<file path="src/rtl/lieat_ifu_ifetch_rsp_pkg.sv">
// Shared IFU fetch definitions: XLEN, reset PC and the fetch-responder state encoding.
`ifndef XLEN
`define XLEN 32
`endif

package lieat_ifu_ifetch_rsp_pkg;

    localparam int XLEN = `XLEN;
    localparam logic [XLEN-1:0] PC_DEFAULT = '0;

    typedef enum logic [1:0] {
        ST_IDLE  = 2'd0,
        ST_ISSUE = 2'd1,
        ST_WAIT  = 2'd2,
        ST_HOLD  = 2'd3
    } ifetch_state_e;

    function automatic logic pc_misaligned(input logic [XLEN-1:0] pc);
        return pc[1:0] != 2'b00;
    endfunction

endpackage

</file>
<file path="src/rtl/lieat_ifu_ifetch_rsp.sv">
// IFU fetch responder: one outstanding instruction read, one-entry response buffer, flush kill.
// Optional feature: LIEAT_IFU_MISALIGN_CHK_EN answers misaligned PCs without a memory access.
module lieat_ifu_ifetch_rsp
    import lieat_ifu_ifetch_rsp_pkg::*;
(
    input  logic            clock,
    input  logic            reset,
    input  logic            flush,
    input  logic            req_valid,
    output logic            req_ready,
    input  logic [XLEN-1:0] req_pc,
    input  logic            req_wait,
    output logic            mem_req_valid,
    input  logic            mem_req_ready,
    output logic [XLEN-1:0] mem_req_addr,
    input  logic            mem_rsp_valid,
    input  logic [31:0]     mem_rsp_data,
    input  logic            mem_rsp_err,
    output logic            rsp_valid,
    input  logic            rsp_ready,
    output logic [XLEN-1:0] rsp_pc,
    output logic [31:0]     rsp_instr,
    output logic            rsp_err,
    output logic            rsp_wait,
    output logic            rsp_misalign,
    output logic            ifsh
);

    ifetch_state_e   r_state;
    ifetch_state_e   w_state_nxt;
    logic            r_kill;
    logic [XLEN-1:0] r_pc;
    logic [XLEN-1:0] r_pend_pc;
    logic            r_wait;
    logic            r_pend_wait;
    logic [31:0]     r_instr;
    logic            r_err;

    logic            w_accept;
    logic            w_start;
    logic            w_rsp_fire;
    logic            w_drop;
    logic            w_kill_set;
    logic            w_load;
    logic [XLEN-1:0] w_new_pc;
    logic            w_new_wait;
    logic            w_new_mis;

    assign req_ready  = flush | (r_state == ST_IDLE) | ((r_state == ST_HOLD) & rsp_ready);
    assign w_accept   = req_ready & (req_valid | flush);
    assign w_start    = w_accept & ((r_state == ST_IDLE) | (r_state == ST_HOLD));
    assign w_rsp_fire = (r_state == ST_WAIT) & mem_rsp_valid;
    // A response landing together with a flush is stale as well; drop it without arming kill.
    assign w_drop     = w_rsp_fire & (r_kill | flush);
    assign w_kill_set = flush & ((r_state == ST_ISSUE) | ((r_state == ST_WAIT) & ~mem_rsp_valid));
    assign w_load     = w_start | w_drop;
    assign w_new_pc   = (w_drop & ~flush) ? r_pend_pc   : req_pc;
    assign w_new_wait = (w_drop & ~flush) ? r_pend_wait : req_wait;

`ifdef LIEAT_IFU_MISALIGN_CHK_EN
    logic r_misalign;
    assign w_new_mis    = pc_misaligned(w_new_pc);
    assign rsp_misalign = r_misalign;

    always_ff @(posedge clock) begin
        if (!reset) begin
            r_misalign <= 1'b0;
        end else if (w_load) begin
            r_misalign <= w_new_mis;
        end
    end
`else
    assign w_new_mis    = 1'b0;
    assign rsp_misalign = 1'b0;
`endif

    always_ff @(posedge clock) begin
        if (!reset) begin
            r_state <= ST_IDLE;
        end else begin
            r_state <= w_state_nxt;
        end
    end

    always_comb begin
        w_state_nxt = r_state;
        if (w_load) begin
            w_state_nxt = w_new_mis ? ST_HOLD : ST_ISSUE;
        end else begin
            case (r_state)
                ST_ISSUE: if (mem_req_ready) w_state_nxt = ST_WAIT;
                ST_WAIT:  if (mem_rsp_valid) w_state_nxt = ST_HOLD;
                ST_HOLD:  if (rsp_ready)     w_state_nxt = ST_IDLE;
                default:  w_state_nxt = r_state;
            endcase
        end
    end

    always_comb begin
        mem_req_valid = (r_state == ST_ISSUE);
        rsp_valid     = (r_state == ST_HOLD) & ~flush;
        ifsh          = rsp_valid & rsp_ready;
    end

    // Kill and the pending flush target; a later flush simply overwrites the target.
    always_ff @(posedge clock) begin
        if (!reset) begin
            r_kill      <= 1'b0;
            r_pend_pc   <= PC_DEFAULT;
            r_pend_wait <= 1'b0;
        end else if (w_drop) begin
            r_kill <= 1'b0;
        end else if (w_kill_set) begin
            r_kill      <= 1'b1;
            r_pend_pc   <= req_pc;
            r_pend_wait <= req_wait;
        end
    end

    always_ff @(posedge clock) begin
        if (!reset) begin
            r_pc    <= PC_DEFAULT;
            r_wait  <= 1'b0;
            r_instr <= '0;
            r_err   <= 1'b0;
        end else if (w_load) begin
            r_pc   <= w_new_pc;
            r_wait <= w_new_wait;
            if (w_new_mis) begin
                r_instr <= '0;
                r_err   <= 1'b0;
            end
        end else if (w_rsp_fire) begin
            r_instr <= mem_rsp_data;
            r_err   <= mem_rsp_err;
        end
    end

    assign mem_req_addr = r_pc;
    assign rsp_pc       = r_pc;
    assign rsp_instr    = r_instr;
    assign rsp_err      = r_err;
    assign rsp_wait     = r_wait;

endmodule
</file>
<file path="config.mk">
export PLATFORM = sky130hd
export DESIGN_NAME = lieat_ifu_ifetch_rsp
export DESIGN_NICKNAME = d
export VERILOG_FILES = /design/src/rtl/lieat_ifu_ifetch_rsp_pkg.sv /design/src/rtl/lieat_ifu_ifetch_rsp.sv
export SDC_FILE = /design/constraint.sdc
export NUM_CORES = 1
export LEC_CHECK = 0
export BUFFER_PORTS_ARGS = -buffer_cell sky130_fd_sc_hd__buf_2
export CAP_MARGIN = 15
export CORE_AREA = 2 2 81 114
export CTS_CLUSTER_SIZE = 16
export DETAILED_ROUTE_END_ITERATION = 16
export DIE_AREA = 0 0 83 116
export PLACE_DENSITY_LB_ADDON = 0.08
export SETUP_SLACK_MARGIN = 0.2
export SLEW_MARGIN = 20
export SYNTH_ARGS = -nofsm -noshare
export SYNTH_HDL_FRONTEND = slang
export SYNTH_SLANG_ARGS = --single-unit
</file>
<file path="constraint.sdc">
create_clock -name clock -period 3.7 [get_ports clock]
set_input_delay 0.37 -clock clock [delete_from_list [all_inputs] [get_ports clock]]
set_output_delay 0.37 -clock clock [all_outputs]
set_load 0.005 [all_outputs]
</file>
# After elaboration in Yosys (flattened, before gate mapping)
# Cells that the tools add are included.
dict set report op_classes {
  n_eq_ne 9
  mux 7
  n_reduce_logical 9
  bitwise 22
}
# op count
set ops {}
lappend ops {{$mux 32} 1}
lappend ops {{$and 1x1->1} 10}
lappend ops {{$reduce_and 4->1} 2}
lappend ops {{$or 1x1->1} 7}
lappend ops {{$mux 2} 3}
lappend ops {{$ne 3x3->1 const B} 2}
lappend ops {{$pmux 2 s3} 1}
lappend ops {{$not 1->1} 5}
lappend ops {{$eq 2x2->1 const B} 2}
lappend ops {{$ne 2x2->1 const B} 2}
lappend ops {{$reduce_and 2->1} 2}
lappend ops {{$reduce_bool 4->1} 1}
lappend ops {{$reduce_or 2->1} 2}
lappend ops {{$ne 3x1->1 const B} 1}
lappend ops {{$reduce_bool 3->1} 1}
lappend ops {{$eq 2x1->1 const B} 1}
lappend ops {{$logic_not 2->1} 1}
lappend ops {{$mux 1} 2}
lappend ops {{$ne 2x1->1 const B} 1}
dict set report word_totals {
  output_inout_bits 103
  inputBits 73
  ff_bits 102
}

# Logic depth before layout (Yosys ltp)
# Gate-level depths: netlist of the first run.
dict set report logic_depth {
  word_depth 8
  mapped_depth 9
  depth_no_buf 6
}

# Worst setup path after synthesis of the first run
# Ideal clock, no wire load.
dict set report synth_path {
  path_kind {register to register}
  startpoint {reg r_state[0]}
  endpoint {reg r_state[0]}
  t_arrival_ns 1.700
  setup_time_ns 0.115
  stages_incl_launch_ff 8
  setup_slack_ns 1.885
  path_cell_list {dfxtp_1 -> inv_1 -> ha_1 -> buf_2 -> and2b_2 -> nor4_1 -> mux2_2 -> o21a_1}
}
dict set report synth_between {
  elab_chain_cells 8
  word_cells_on_any_way 20
  cone_classes {6 x eq/ne; 2 x mux; 9 x bitwise; 3 x reduce/logical}
}
# element line
set synth_rtl {}
lappend synth_rtl {{start: declaration} lieat_ifu_ifetch_rsp.sv:29} ;# ifetch_state_e r_state;
lappend synth_rtl {{start signal: assignment} lieat_ifu_ifetch_rsp.sv:81} ;# r_state <= w_state_nxt;
lappend synth_rtl {{$eq 2x2->1 / $logic_not 2->1 (equally long branches)} {lieat_ifu_ifetch_rsp.sv:49, lieat_ifu_ifetch_rsp.sv:51, lieat_ifu_ifetch_rsp.sv:90}}
lappend synth_rtl {{$and 1x1->1 / $or 1x1->1 (equally long branches)} lieat_ifu_ifetch_rsp.sv:49} ;# assign req_ready = flush | (r_state == ST_IDLE) | ((r_state == ST_HOLD) & rsp_ready);
lappend synth_rtl {{$or 1x1->1} lieat_ifu_ifetch_rsp.sv:49}
lappend synth_rtl {{$and 1x1->1} lieat_ifu_ifetch_rsp.sv:50} ;# assign w_accept = req_ready & (req_valid | flush);
lappend synth_rtl {{$and 1x1->1} lieat_ifu_ifetch_rsp.sv:51} ;# assign w_start = w_accept & ((r_state == ST_IDLE) | (r_state == ST_HOLD));
lappend synth_rtl {{$or 1x1->1} lieat_ifu_ifetch_rsp.sv:56} ;# assign w_load = w_start | w_drop;
lappend synth_rtl {{$ne 3x3->1 (no source line), or another cell as far along} -}
lappend synth_rtl {{$reduce_and 4->1 (no source line)} -}
# Several ways; a longest one is shown, not always the timed one.
# A chain may end at the register's enable or synchronous reset.

# Final worst setup path of the first run
dict set report layout_path {
  startpoint {reg r_state[0]}
  endpoint {reg r_pc[8], in the netlist mem_req_addr[8]}
}
dict set report layout_between {
  elab_chain_cells 6
  word_cells_on_any_way 14
  cone_classes {2 x eq/ne; 1 x mux; 10 x bitwise; 1 x reduce/logical}
}
# element line
set layout_rtl {}
lappend layout_rtl {{$eq 2x2->1 / $logic_not 2->1 (equally long branches)} {lieat_ifu_ifetch_rsp.sv:49, lieat_ifu_ifetch_rsp.sv:51}}
lappend layout_rtl {{$and 1x1->1 / $or 1x1->1 (equally long branches)} lieat_ifu_ifetch_rsp.sv:49}
lappend layout_rtl {{$or 1x1->1} lieat_ifu_ifetch_rsp.sv:49}
lappend layout_rtl {{$and 1x1->1} lieat_ifu_ifetch_rsp.sv:50}
lappend layout_rtl {{$and 1x1->1} lieat_ifu_ifetch_rsp.sv:51}
lappend layout_rtl {{$or 1x1->1} lieat_ifu_ifetch_rsp.sv:56}
lappend layout_rtl {{end signal: assignment} lieat_ifu_ifetch_rsp.sv:127} ;# r_pc <= w_new_pc;
lappend layout_rtl {{end: declaration} lieat_ifu_ifetch_rsp.sv:32} ;# logic [XLEN-1:0] r_pc;
# Several ways; a longest one is shown, not always the timed one.

==> results of run 1 <==
==> state kept, by name, summed over array words and instances (netlist names) <==
register	flops
mem_req_addr	32
r_pend_pc	32
rsp_instr	32
r_state	2
r_kill	1
r_pend_wait	1
rsp_err	1
rsp_wait	1
==> worst reg2reg max path, cell delays in order, from the launching register on <==
cell and delay, ns:
dfxtp_1 0.34, inv_1 0.11, ha_1 0.39, nand2_1 0.13
or3_2 0.87, mux2i_1 0.26, a211oi_1 0.29
==> layout make-up <==
| cell class | instances | area [um2] | area share |
|---|---|---|---|
| Tap cell | 105 | 131 | 0.0252 |
| Inverter | 5 | 18.8 | 0.00359 |
| Clock inverter | 2 | 12.5 | 0.00240 |
| Timing Repair Buffer | 179 | 921 | 0.176 |
| Sequential cell | 102 | 2040 | 0.391 |
| Clock buffer | 10 | 239 | 0.0458 |
| Multi-Input combinational cell | 296 | 1860 | 0.356 |
==> cell usage in the layout, fill, tap and decap left out, drive strengths merged <==
cell / count
buf: 179
dfxtp: 102
nand2: 68
nor2: 68
mux2i: 66
a21oi: 35
a211oi: 34
clkbuf: 10
ha: 5
inv: 5
nor2b: 3
nor4: 2
and2: 1
nand2b: 1
a31oi: 1
a21boi: 1
o22ai: 1
or3: 1
o2111ai: 1
o21ai: 1
or2b: 1
and2b: 1
a2111oi: 1
nor3: 1
mux2: 1
o21a: 1
conb: 1
clkinvlp: 1
clkinv: 1
==> layer usage <==
metal  global-route usage  wire length, um
met1                0.221             3880
met2                0.328             4510
met3               0.0506              568
met4               0.0787              141
met5                    0                0
==> synth_stat cells (2+ instances only) <==
cell,number
buf_4,36
inv_1,4
nor4_1,2
dfxtp_1,102
buf_2,12
ha_1,5
nand2_1,68
a21oi_1,35
clkbuf_1,13
a211oi_1,33
nor2b_1,3
mux2i_1,66
buf_12,2
nor2_1,68
==> worst paths after layout <==
path,end,slack (ns),startpoint,cells after the start
worst max register to register,mem_req_addr[8],1.23,r_state[0],6
worst min register to register,r_pend_pc[20],0.45,r_pend_pc[20],2
worst max-delay path,mem_req_addr[8],1.23,r_state[0],6
worst min-delay path,rsp_instr[20],0.26,mem_rsp_data[20],3
==> where the power goes <==
group,switching (W),internal [W]
combinational,0.000518,0.000415
sequential,0.000120,0.00129
clock,0.000368,0.000457
==> stage by stage <==
stage / util / hold WS (ns) / cell area [um2]
finish: 0.610 / 0.263 / 5220
CTS: 0.610 / 0.252 / 5220
global route: 0.610 / 0.267 / 5220
floorplan: - / 0.436 / 4340
detailed placement: 0.581 / 0.446 / 4970
global placement: 0.581 / 0.440 / 4970
==> kinds of logic (layout without fill, tap and decap cells) <==
kind of cell             Yosys count  count (layout)  share of synthesized area
buffers and inverters             70             196                      0.107
multiplexers                      67              67                      0.155
AND/OR/NAND/NOR                  147             147                      0.134
adder cells (fa/ha/maj)            5               5                     0.0144
AO/OA/AOI/OAI                     76              76                      0.119
other                              1               1                   0.000863
flip-flops                       102             102                      0.470
==> flow_metrics.env, run 1 <==
export IMPL_finalSetupViolations=0
export IMPL_stdcell_count=699
export IMPL_yosys_area_top_type="dfxtp_1"
export IMPL_initial_utilization=0.508
export IMPL_cts_sinks=102
export IMPL_track_usage=0.189
export IMPL_cts_resized=0
export IMPL_grt_start_max_net_pins=47
export IMPL_netlist_instances=468
export IMPL_syn_cell_area_um2=4340
export IMPL_fin_tns_setup_ns=0
export IMPL_maxCapViolCount=0
export IMPL_cp_start_kind="flip-flop"
export IMPL_slowest_stage="or3_2"
export IMPL_cts_inserted_buffers=9
export IMPL_fp_dieH_um=116
export IMPL_grt_setup_unrepaired="false"
export IMPL_postRouteAntennaNets=0
export IMPL_hold_violations=0
export IMPL_worst_pin_slew_ns=1.00
export IMPL_fin_nets=671
export IMPL_crit_path_max_incr_delay_ns=0.87
export IMPL_chipWidth_um=83
export IMPL_firstDrtPassIters=4
export IMPL_ctsHoldBuffers=0
export IMPL_clkLatencyLatePin_ns=0.34
export IMPL_skew_ns=0.00230
export IMPL_crit_required_ns=3.94
export IMPL_path_class="reg2reg"
export IMPL_num_rows=40
export IMPL_synth_seq_cells=102
export IMPL_min_period_ns=2.47
export IMPL_hold_class="in2reg"
export IMPL_portBuffers=174
export IMPL_routed_via_count=3465
export IMPL_powerDensity_nw_per_um2=607
export IMPL_crit_fanout=33
export IMPL_antenna_found_initial=1
export IMPL_synth_area_leaders="dfxtp_1, mux2i_1, buf_4, nand2_1, nor2_1"
export IMPL_pre_cts_slack_ns=1.22
export IMPL_drive_gt1_frac=0.335
export IMPL_drv_slew=0
export IMPL_outcome="complete, no violations"
export IMPL_dp_cells=687
export IMPL_io_pins=176
export IMPL_drc=0
export IMPL_crit_arrival_ns=2.72
export IMPL_ir_drop_mv=0.303
export IMPL_cts_tree="done"
export IMPL_path_clk_slew_ns=0.06
export IMPL_power_w=0.00317
export IMPL_syn_nets=546
export IMPL_cp_num_buf_inv=1
export IMPL_synth_ff_type="dfxtp_1"
export IMPL_cts_root_buf="clkbuf_16"
export IMPL_crit_chain="inv_1 > ha_1 > nand2_1 > or3_2 > mux2i_1 > a211oi_1"
export IMPL_die_area_um2=9630
export IMPL_antenna_cells=0
export IMPL_htreeDepth=3
export IMPL_yosys_warnings=0
export IMPL_cts_path_max_buffers=2
export IMPL_grt_overflow=0
export IMPL_fmax_ghz=0.404
export IMPL_synth_distinct_cells=33
export IMPL_final_period_utilization=0.669
export IMPL_worst_setup_path_end_kind="flip-flop"
export IMPL_slew_headroom=0.333
export IMPL_place_hpwl_um=6410
export IMPL_routed_wl_um=9110
export IMPL_dr_first_iter_drc_count=150
export IMPL_syn_area_per_cell_um2=9.28
export IMPL_synth_top_area_share=0.470
export IMPL_core_um2=8560
export IMPL_synth_edf_count=0
export IMPL_viasPerCell=4.96
export IMPL_leakage_nw=2.84
export IMPL_postCtsSetupRepairBufs=0
export IMPL_n_fill_cell=768
export IMPL_wl_per_cell_um=13.0
export IMPL_ys_seq_area_frac=0.470
export IMPL_grt_pass1_wl_um=14800
export IMPL_grt_pass1_vias=3208
export IMPL_setup_ws_ns=1.23
export IMPL_gp_congestion=0.778
export IMPL_area_growth_pct=20.2
export IMPL_crit_family="simple AND/OR/NAND/NOR gates"
export IMPL_async_reset_ff_frac=0
Note: power is estimated with default switching activity, not from simulation.
==> inputs of run 2 (changes only) <==
- CORE_AREA: 2 2 81 114 -> 2 2 84 118
- DIE_AREA: 0 0 83 116 -> 0 0 86 120
- clock period: 3.7 -> 2.5 ns (I/O delays scaled with it)
==> flow_metrics.env, run 2 (synthesis gave the netlist of run 1 again) <==
export IMPL_regArea_um2=2040
export IMPL_clkLatencyLatePin_ns=0.34
export IMPL_hold_violations=0
export IMPL_postRouteAntennaNets=0
export IMPL_cts_sinks=102
export IMPL_final_cell_mix="buf_2, dfxtp_1, nand2_1, nor2_1, mux2i_1"
export IMPL_layout_commonest_cell="buf_2"
export IMPL_portBuffers=174
export IMPL_io_pins=176
export IMPL_wl_per_cell_um=12.9
export IMPL_routed_via_count=3477
export IMPL_area_growth_pct=23.4
export IMPL_crit_arrival_ns=2.33
export IMPL_firstDrtPassIters=4
export IMPL_gp_congestion=0.763
export IMPL_cts_tree="done"
export IMPL_viasPerCell=4.88
export IMPL_cp_num_buf_inv=2
export IMPL_drive_gt1_frac=0.344
export IMPL_cts_root_buf="clkbuf_16"
export IMPL_chipWidth_um=86
export IMPL_drv_slew=0
export IMPL_cts_inserted_buffers=9
export IMPL_maxCapViolCount=0
export IMPL_drc=0
export IMPL_grt_pass1_vias=3170
export IMPL_initial_utilization=0.467
export IMPL_grt_overflow=0
export IMPL_dr_first_iter_drc_count=99
export IMPL_htreeDepth=3
export IMPL_power_w=0.00497
export IMPL_die_area_um2=10300
export IMPL_postCtsSetupRepairBufs=0
export IMPL_cp_start_kind="flip-flop"
export IMPL_crit_chain="inv_1 > ha_2 > nand2_1 > or3_2 > buf_4 > mux2i_1 > a211oi_1"
export IMPL_multi_input_area_um2=1860
export IMPL_powerDensity_nw_per_um2=928
export IMPL_slew_headroom=0.616
export IMPL_outcome="complete, no violations"
export IMPL_reg2reg_depth=7
export IMPL_hold_start="mem_rsp_data[14]"
export IMPL_rrSetupSlack_ns=0.41
export IMPL_holdPathStages=3
export IMPL_grt_start_max_net_pins=69
export IMPL_finalSetupViolations=0
export IMPL_timing_rr_end="mem_req_addr[27]"
export IMPL_worst_pin_slew_ns=0.575
export IMPL_crit_fanout=24
export IMPL_antenna_found_initial=0
export IMPL_final_period_utilization=0.835
export IMPL_worst_setup_path_end_kind="flip-flop"
export IMPL_skew_ns=0.00451
export IMPL_ir_drop_mv=0.404
export IMPL_hold_class="in2reg"
export IMPL_fp_dieH_um=120
export IMPL_place_hpwl_um=6350
export IMPL_crit_path_max_incr_delay_ns=0.43
export IMPL_grt_pass1_wl_um=14500
export IMPL_crit_family="simple AND/OR/NAND/NOR gates"
export IMPL_rr_startpoint="r_state[0]"
export IMPL_slowest_stage="or3_2"
export IMPL_cts_path_max_buffers=2
export IMPL_routed_wl_um=9150
export IMPL_path_clk_slew_ns=0.07
export IMPL_fin_nets=675
export IMPL_path_class="reg2reg"
export IMPL_fmax_ghz=0.479
export IMPL_grt_setup_unrepaired="false"
export IMPL_leakage_nw=2.90
export IMPL_track_usage=0.175
export IMPL_holdPathEnd="rsp_instr[14]"
export IMPL_crit_required_ns=2.75
export IMPL_fin_tns_setup_ns=0
export IMPL_core_um2=9300
export IMPL_n_fill_cell=875
export IMPL_num_rows=42
export IMPL_min_period_ns=2.09
-- run 2: layer usage --
metal  vias to the layer above  part of all wire  GRT usage
met2                       113              0.48      0.293
met5                         -                 0          0
li1                       1799                 -          -
met4                         0             0.019     0.0784
met3                        13             0.071     0.0509
met1                      1552              0.43      0.203
-- run 2: through the flow --
step | hold slack (ns) | cells | util | area (um2) | setup WS (ns)
global route | 0.132 | 711 | 0.576 | 5360 | 0.252
finish | 0.140 | 712 | 0.576 | 5360 | 0.411
floorplan | 0.366 | 468 | - | 4340 | 0.685
global placement | 0.441 | 696 | 0.542 | 5040 | 0.411
CTS | 0.131 | 711 | 0.576 | 5360 | 0.281
detailed placement | 0.446 | 696 | 0.542 | 5040 | 0.298
-- run 2: tightest hold or removal path: cells and delay by family --
| kind | cells | cell delay [ns] |
|---|---|---|
| buf+inv | 1 | 0.07 |
| mux | 1 | 0.05 |
| simple gates | 1 | 0.07 |
-- run 2: layout make-up --
type / count / area share
Clock inverter: 6 / 0.0161
Multi-Input combinational cell: 296 / 0.347
Clock buffer: 9 / 0.0420
Inverter: 5 / 0.00350
Sequential cell: 102 / 0.381
Tap cell: 110 / 0.0257
Timing Repair Buffer: 183 / 0.184
Antenna cell: 1 / 0.000467
-- run 2: timing repair --
item	in CTS	in global routing
hold buffers	0	0
gates resized for setup	0	1
endpoints found under the setup margin	0	13
-- run 2: power by group --
group | switching, W | internal, W | leakage, nW | total, W
Sequential | 0.000176 | 0.00191 | 0.834 | 0.00208
Clock | 0.000593 | 0.000872 | 0.152 | 0.00146
Combinational | 0.000774 | 0.000651 | 1.91 | 0.00142
Total | 0.00154 | 0.00343 | 2.90 | 0.00497
-- run 2: worst max-delay path by stage --
stage,from,endpoint,slack (ns),cells after the start
CTS,r_state[0],mem_req_addr[27],0.28,7
finish,r_state[0],mem_req_addr[27],0.41,7
global placement,r_state[0],mem_req_addr[6],0.41,7
detailed placement,r_state[0],mem_req_addr[27],0.30,7
global route,r_state[0],mem_req_addr[0],0.25,7
floorplan,r_state[0],r_state[0],0.68,7
==> inputs of run 3 (changes only) <==
- ABC_AREA: not set -> 1
- CORE_AREA: 2 2 84 118 -> 2 2 90 127
- DIE_AREA: 0 0 86 120 -> 0 0 92 129
- clock period: 2.5 -> 1.85 ns (I/O delays scaled with it)
==> flow_metrics.env, run 3 <==
export IMPL_outcome="complete, no violations"
export IMPL_ys_seq_area_frac=0.434
export IMPL_leakage_nw=3.27
export IMPL_p_comb_frac=0.435
export IMPL_p_sw_w=0.00332
export IMPL_yosys_area_top_type="dfxtp_1"
export IMPL_cp_start_kind="flip-flop"
export IMPL_holdPathStages=3
export IMPL_n_fill_cell=1069
export IMPL_syn_cell_area_um2=4710
export IMPL_wl_per_cell_um=13.1
export IMPL_powerDensity_nw_per_um2=1470
export IMPL_hold_start="mem_rsp_data[25]"
export IMPL_viasPerCell=4.73
export IMPL_grt_setup_unrepaired="true"
export IMPL_initial_utilization=0.440
export IMPL_p_sw_frac=0.367
export IMPL_final_cell_mix="nand2_1, buf_2, nor2_1, dfxtp_1, nand3_1"
export IMPL_cp_startpoint="r_state[0]"
export IMPL_num_rows=45
export IMPL_clkLatencyLatePin_ns=0.35
export IMPL_die_area_um2=11900
export IMPL_finalSetupViolations=0
export IMPL_area_growth_pct=31.2
export IMPL_routed_wl_um=12900
export IMPL_final_period_utilization=0.874
export IMPL_rr_startpoint="r_state[0]"
export IMPL_cts_path_max_buffers=2
export IMPL_io_pins=176
export IMPL_worst_setup_path_end_kind="flip-flop"
export IMPL_synth_common_cells="nand2_1, nor2_1, dfxtp_1"
export IMPL_firstDrtPassIters=4
export IMPL_grt_overflow=0
export IMPL_synth_ff_type="dfxtp_1"
export IMPL_layout_commonest_cell="nand2_1"
export IMPL_power_clock_fraction=0.202
export IMPL_core_um2=10700
export IMPL_worst_pin_slew_ns=0.656
export IMPL_postRouteAntennaNets=0
export IMPL_track_usage=0.209
export IMPL_synth_area_leaders="dfxtp_1, nand2_1, nor2_1, nand3_1, buf_4"
export IMPL_hold_class="in2reg"
export IMPL_antenna_found_initial=2
export IMPL_crit_required_ns=2.09
export IMPL_crit_arrival_ns=1.86
export IMPL_crit_fanout=9
export IMPL_maxCapViolCount=0
export IMPL_synth_most_common_cell="nand2_1"
export IMPL_seq_power_share=0.362
export IMPL_fp_dieH_um=129
export IMPL_dp_cells=957
export IMPL_grt_start_max_net_pins=69
export IMPL_dr_first_iter_drc_count=214
export IMPL_stdcell_count=987
export IMPL_drc=0
export IMPL_routed_via_count=4664
export IMPL_min_period_ns=1.62
export IMPL_chipWidth_um=92
export IMPL_cts_root_buf="clkbuf_16"
export IMPL_syn_nets=772
export IMPL_grt_pass1_wl_um=20200
export IMPL_gp_congestion=0.832
export IMPL_async_reset_ff_frac=0
export IMPL_portBuffers=174
export IMPL_drive_gt1_frac=0.291
export IMPL_place_hpwl_um=8270
export IMPL_syn_area_per_cell_um2=6.78
export IMPL_synth_seq_cells=102
export IMPL_synth_top_area_share=0.434
export IMPL_fin_tns_setup_ns=0
export IMPL_drv_slew=0
export IMPL_hold_violations=0
export IMPL_path_clk_slew_ns=0.07
export IMPL_fin_nets=920
export IMPL_ctsHoldBuffers=0
export IMPL_cts_tree="done"
export IMPL_ir_drop_mv=0.751
export IMPL_yosys_warnings=0
export IMPL_synth_edf_count=0
export IMPL_hold_ws_ns=0.0569
export IMPL_htreeDepth=3
export IMPL_netlist_instances=694
export IMPL_synth_distinct_cells=25
export IMPL_grt_pass1_vias=4313
export IMPL_cts_inserted_buffers=9
export IMPL_cts_sinks=102
export IMPL_path_class="reg2reg"
export IMPL_fmax_ghz=0.618
export IMPL_reg2reg_depth=11
export IMPL_p_int_w=0.00573
export IMPL_skew_ns=0.00832
export IMPL_slew_headroom=0.562
[run 3: changes by cell type in the layout (fill, tap and decap cells not counted), moves of 11 or more]
cell,delta
buf_4,+11
nand3_1,+68
nand2_1,+107
nor2_1,+73
o21ai_0,+15
inv_1,+36
o21ai_1,+19
a211oi_1,-33
mux2i_1,-66
[run 3: worst max-delay path, cell delays in order (launching register included)]
cell and delay (ns):
dfxtp_4 0.37, inv_6 0.08, ha_4 0.14, nand2_2 0.08
nor2_4 0.19, inv_4 0.07, nand3b_4 0.09, buf_12 0.17
clkbuf_16 0.16, nand2_1 0.05, nand2_1 0.05, nor2_1 0.05
[run 3: layout make-up]
| type | count | area, um2 | share of cell area |
|---|---|---|---|
| Multi-Input combinational cell | 473 | 2120 | 0.343 |
| Sequential cell | 102 | 2050 | 0.332 |
| Timing Repair Buffer | 211 | 1370 | 0.222 |
| Clock buffer | 10 | 229 | 0.0371 |
| Inverter | 45 | 179 | 0.0290 |
| Tap cell | 141 | 176 | 0.0286 |
| Clock inverter | 4 | 50.0 | 0.00810 |
| Antenna cell | 1 | 2.50 | 0.000405 |
[run 3: layer usage]
layer / track usage / share of wire / wire, um / vias to the layer above
li1: - / - / - / 2418
met1: 0.255 / 0.43 / 5580 / 2099
met2: 0.365 / 0.51 / 6540 / 133
met3: 0.0427 / 0.050 / 647 / 12
met4: 0.0773 / 0.012 / 154 / 2
met5: 0 / 0.0010 / 13 / -
[run 3: power by group through the flow]
| stage | registers (W) | clock network, W | logic, W |
|---|---|---|---|
| 2_1_floorplan | 0.00328 | 0 | 0.00224 |
| 3_3_place_gp | 0.00326 | 0 | 0.00328 |
| 3_5_place_dp | 0.00329 | 0 | 0.00330 |
| 4_1_cts | 0.00326 | 0.00189 | 0.00351 |
| 5_1_grt | 0.00337 | 0.00197 | 0.00439 |
| 6_report | 0.00328 | 0.00183 | 0.00394 |
[run 3: timing repair]
item                       in CTS  in global routing
pin swaps                       2                  8
resized for setup              16                 42
setup endpoints to repair      70                102
buffers inserted                5                  2
cloned                          1                  7
[run 3: final timing paths]
| path | slack, ns | to |
|---|---|---|
| min | 0.06 | rsp_instr[25] |
| max reg2reg | 0.23 | rsp_instr[17] |
| min reg2reg | 0.46 | r_pend_pc[6] |
| max | 0.23 | rsp_instr[17] |
[run 3: logic make-up after synthesis]
kind of cell,count (synthesis),synth area share
and+or+nand+nor,396,0.339
adders and majority gates,5,0.0133
buffers and inverters,119,0.134
DFF,102,0.434
AOI/OAI and AO/OA,71,0.0792
other,1,0.000797
[run 3: per-stage QoR]
stage	utilization	area, um2	total power [W]	setup slack [ns]
2_1_floorplan	-	4710	0.00552	0.251
3_3_place_gp	0.513	5490	0.00654	0.143
3_5_place_dp	0.513	5490	0.00658	0.0545
4_1_cts	0.549	5870	0.00866	0.203
5_1_grt	0.577	6180	0.00973	0.177
6_report	0.577	6180	0.00905	0.232
